==> src/rtl/instruction_fetch_unit.sv <==
// Instruction fetch unit: owns the program counter, issues one-cycle-latency
// reads to InstructionMemory and buffers returned words with their PCs in a
// small queue that feeds decode over a valid/ready handshake. A redirect
// from execute flushes the queue, drops any read in flight and restarts fetch.
module instruction_fetch_unit #(
    parameter logic [31:0] RESET_PC   = 32'h0000_0000,
    parameter int          FIFO_DEPTH = 4
) (
    input  logic        clk,
    input  logic        rst,
    output logic [31:0] instruction_adress,
    input  logic [31:0] instruction,
    input  logic        redirect_valid,
    input  logic [31:0] redirect_pc,
    output logic        if_valid,
    input  logic        if_ready,
    output logic [31:0] if_instruction,
    output logic [31:0] if_pc
);

    localparam int PTR_W = $clog2(FIFO_DEPTH);
    // One extra bit so the count can hold FIFO_DEPTH and count+inflight
    // cannot overflow the comparison.
    localparam int CNT_W = PTR_W + 1;
    localparam logic [CNT_W-1:0] DEPTH_C = CNT_W'(FIFO_DEPTH);

    logic [31:0]      fetch_pc_r;
    logic             inflight_r;
    logic [31:0]      inflight_pc_r;
    logic [CNT_W-1:0] count_r;
    logic [PTR_W-1:0] head_r;
    logic [PTR_W-1:0] tail_r;
    logic [31:0]      q_instr_r [FIFO_DEPTH];
    logic [31:0]      q_pc_r    [FIFO_DEPTH];

    logic [CNT_W-1:0] occupancy_s;
    logic             have_head_s;
    logic             issue_s;
    logic             push_s;
    logic             pop_s;

    assign instruction_adress = fetch_pc_r;

    // Control decisions: credit-based issue, response capture and decode pop.
    // The credit counts queued entries plus the read in flight, using the
    // current count only, so a returning word always has a free slot.
    always_comb begin
        occupancy_s = count_r + {{(CNT_W-1){1'b0}}, inflight_r};
        have_head_s = (count_r != {CNT_W{1'b0}});
        issue_s     = !rst && !redirect_valid && (occupancy_s < DEPTH_C);
        push_s      = !rst && !redirect_valid && inflight_r;
        pop_s       = !rst && !redirect_valid && have_head_s && if_ready;
    end

    // Head of the queue toward decode; zeroed whenever the queue is empty.
    always_comb begin
        if (have_head_s) begin
            if_valid       = 1'b1;
            if_instruction = q_instr_r[head_r];
            if_pc          = q_pc_r[head_r];
        end else begin
            if_valid       = 1'b0;
            if_instruction = 32'h0000_0000;
            if_pc          = 32'h0000_0000;
        end
    end

    // PC, in-flight tracking and queue pointers; reset beats redirect.
    always_ff @(posedge clk) begin
        if (rst) begin
            fetch_pc_r    <= RESET_PC;
            inflight_r    <= 1'b0;
            inflight_pc_r <= 32'h0000_0000;
            count_r       <= {CNT_W{1'b0}};
            head_r        <= {PTR_W{1'b0}};
            tail_r        <= {PTR_W{1'b0}};
        end else if (redirect_valid) begin
            fetch_pc_r <= redirect_pc & 32'hFFFF_FFFC;
            inflight_r <= 1'b0;
            count_r    <= {CNT_W{1'b0}};
            head_r     <= {PTR_W{1'b0}};
            tail_r     <= {PTR_W{1'b0}};
        end else begin
            if (issue_s) begin
                inflight_r    <= 1'b1;
                inflight_pc_r <= fetch_pc_r;
                fetch_pc_r    <= fetch_pc_r + 32'd4;
            end else begin
                inflight_r <= 1'b0;
            end
            if (push_s) begin
                tail_r <= tail_r + PTR_W'(1'b1);
            end
            if (pop_s) begin
                head_r <= head_r + PTR_W'(1'b1);
            end
            case ({push_s, pop_s})
                2'b10:   count_r <= count_r + CNT_W'(1'b1);
                2'b01:   count_r <= count_r - CNT_W'(1'b1);
                default: count_r <= count_r;
            endcase
        end
    end

    // Queue storage: captured word and its PC written at the tail.
    always_ff @(posedge clk) begin
        if (push_s) begin
            q_instr_r[tail_r] <= instruction;
            q_pc_r[tail_r]    <= inflight_pc_r;
        end
    end

    // A capture into a full queue means the credit accounting is broken.
    a_no_overflow: assert property (@(posedge clk) disable iff (rst)
        !(push_s && (count_r == DEPTH_C)));

endmodule
==> config.mk <==
export PLATFORM = sky130hd
export DESIGN_NAME = instruction_fetch_unit
export DESIGN_NICKNAME = d
export VERILOG_FILES = /design/src/rtl/instruction_fetch_unit.sv
export SDC_FILE = /design/constraint.sdc
export NUM_CORES = 1
export LEC_CHECK = 0
export CAP_MARGIN = 20
export CORE_MARGIN = 2
export CORE_UTILIZATION = 40
export CTS_BUF_LIST = sky130_fd_sc_hd__clkbuf_8
export DETAILED_ROUTE_END_ITERATION = 12
export HOLD_SLACK_MARGIN = 0.12
export PLACE_DENSITY = 0.6
export SLEW_MARGIN = 20
export SYNTH_ARGS = -nofsm -noshare
export SYNTH_HDL_FRONTEND = slang
export SYNTH_SLANG_ARGS = --single-unit
==> constraint.sdc <==
create_clock -name clk -period 3.95 [get_ports clk]
set_clock_uncertainty 0.05 [all_clocks]
set_input_delay 0.9875 -clock clk [delete_from_list [all_inputs] [get_ports clk]]
set_output_delay 0.9875 -clock clk [all_outputs]
set_load 0.02 [all_outputs]
==> impl_metrics.tcl <==
set metrics [dict create \
    comb_power_share_pct 4.4 \
    antenna_found_initial 0 \
    route.vias.total 7438 \
    path_class "reg -> out" \
    grt_use_total_pct 17.05 \
    finalCriticalPeriod_ps 3733 \
    tightest_slew_ps 663.7 \
    yosys.area.top_type "edfxtp_1" \
    die_area_um2 33020 \
    fin_crit_sh_pct 94.51 \
    area_growth_pct 24.82 \
    synthFlopType "edfxtp_1" \
    grt_max_degree 63 \
    hold_class "reg -> reg" \
    p_int_mw 5.191 \
    synth-edff-count 248 \
    clock_path_buffers 3 \
    drc_errors 0 \
    clkTransAtPathRegs_ps 60 \
    boundaryPins 165 \
    slew_headroom_pct 55.75 \
    die_h_um 181.7 \
    ctsResizeCount 0 \
    hpwl_mm 17.02 \
    setup_viol 0 \
    gp_congestion 0.8040 \
    hold_buffers 0 \
    synth_area_um2 12630 \
    cts_tree "yes" \
    final_nets 1072 \
    tns_ps 0 \
    cts_sinks 318 \
    power.leakage_nw 5.230 \
    cap_violations 0 \
    start_kind "flip-flop" \
    grt_pass1_wl_mm 43.59 \
    postRouteAntennaNets 0 \
    r2r_setup_slack_ps 1470 \
    io_buffers 158 \
    crit_path_end_kind "primary output" \
    wire_per_inst_um 19.14 \
    start_util_pct 40.35 \
    critPathArrivalTime_ps 2700 \
    dpl.cell_count 1345 \
    yosys_warnings 0 \
    cts_setup_buffers 0 \
    fmax_ghz 0.2679 \
    async_flop_share_pct 0 \
    core_area_um2 31310 \
    ys_seq_area_share_pct 70.04 \
    vias_per_cell 5.169 \
    routed_wl_mm 27.55 \
    worst_ep_required_time_ps 2910 \
    clock_latency_ps 560 \
    root_buffer "clkbuf_8" \
    die_w_um 181.7 \
    drt_pass1_iterations 4 \
    cts_inserted_buffers 52 \
    hold_viol_final 0 \
    synthDistinctLibCells 49 \
    p_sw_mw 1.444 \
    synth_most_common_cell "edfxtp_1" \
    drv_slew 0 \
    first_global_vias 7755 \
    htreeDepth 2 \
    synth_area_leaders "edfxtp_1, dfxtp_1, mux4_2" \
    synth_area_per_cell_um2 15.56 \
    drtIter0Drc 371 \
    crit_fanout 14 \
    synth.top_cell.area_share_pct 58.95 \
    layout.cells.non_filler 1439 \
    seqPwrFrac_pct 55.6 \
    drive_above_1_share_pct 16.10 \
    peakVddDrop_uv 220.9 \
    outcome "finished clean" \
    synthCells 812 \
    overflow 0 \
    ys_ff_latch 318 \
    rsz0062_at_grt "no" \
    power_density_nw_per_um2 420.7 \
    antenna_cells 0 \
    fp-row-count 65 \
    sw_frac_of_total_pct 21.76 \
    clkPwrFrac_pct 40.0 \
    synth.top_cells.by_count "edfxtp_1, nand2_1, dfxtp_1, and2_1, mux4_2" \
]
through the flow:
step / instance area [um^2] / setup slack (ps) / util, % / hold slack (ps) / total power [mW]
detailed placement: 14800 / 682.4 / 47.26 / 438.7 / 4.053
global route: 15770 / 21.78 / 50.36 / 477.0 / 6.899
global placement: 14800 / 675.3 / 47.26 / 433.5 / 4.050
floorplan: 12640 / 500.3 / - / 410.0 / 3.876
finish: 15770 / 216.7 / 50.36 / 446.8 / 6.634
CTS: 15770 / 103.5 / 50.36 / 447.2 / 6.728
state kept, by name (all words and copies together), names as in the netlist, named ones only:
name / cells
q_instr_r: 128
q_pc_r: 120
inflight_pc_r: 30
instruction_adress: 30
count_r: 3
head_r: 2
tail_r: 2
inflight_r: 1
final cells by class:
| cell class | instances | area [um^2] |
|---|---|---|
| clock buffer | 55 | 757.0 |
| clock inverter | 39 | 212.7 |
| fill | 2687 | 15540 |
| inverter | 10 | 37.54 |
| multi-input combinational | 433 | 3546 |
| sequential | 318 | 8856 |
| tap | 402 | 503.0 |
| timing repair buffer | 182 | 1857 |
power groups by stage:
| stage | Clock (mW) | Combinational [mW] | Sequential, mW |
|---|---|---|---|
| after floorplan | 0 | 0.117 | 3.76 |
| after global placement | 0 | 0.294 | 3.76 |
| after detailed placement | 0 | 0.296 | 3.76 |
| after CTS | 2.74 | 0.297 | 3.69 |
| after global routing | 2.89 | 0.319 | 3.69 |
| final | 2.65 | 0.294 | 3.69 |
cell usage in the layout (no fill, tap or decap), types with 26 or more instances in the layout:
| master | instances |
|---|---|
| nor2_1 | 26 |
| clkbuf_8 | 55 |
| dfxtp_1 | 68 |
| and2_1 | 67 |
| inv_1 | 26 |
| nand2_1 | 93 |
| mux4_2 | 62 |
| edfxtp_1 | 248 |
| a21oi_1 | 41 |
| clkdlybuf4s50_1 | 157 |
path summary, 6_finish.rpt:
path                                             from                     end  cells past startpoint
worst min register to register      inflight_pc_r[12]       inflight_pc_r[12]                      2
worst max-delay path                        flip-flop               if_pc[15]                      4
worst min-delay path                inflight_pc_r[12]       inflight_pc_r[12]                      2
worst max register to register  instruction_adress[2]  instruction_adress[22]                      6
critical path, cell delays in order, from the launching register on:
cell and delay (ps):
dfxtp_4 540, buf_4 320, mux4_2 550, and2_1 170
clkdlybuf4s50_1 530
logic make-up after synthesis:
group | count (synthesis) | synth area share (%)
AO/OA/AOI/OAI | 81 | 3.922
flip-flops | 318 | 70.04
adder cells (fa/ha/maj) | 7 | 0.7527
other | 1 | 0.02968
buffers and inverters | 64 | 2.218
AND/OR/NAND/NOR | 256 | 10.26
XOR/XNOR | 17 | 1.179
multiplexers | 68 | 11.60
routing by layer:
layer	part of all wire, %	global-route usage [%]	vias up	wire length (um)
li1	-	-	3477	-
met1	44	23.21	3675	12190
met2	47	27.68	244	13050
met3	6.6	4.071	42	1830
met4	1.7	4.488	0	474
met5	0	0	-	0
Power figures use the tool's default switching activity.
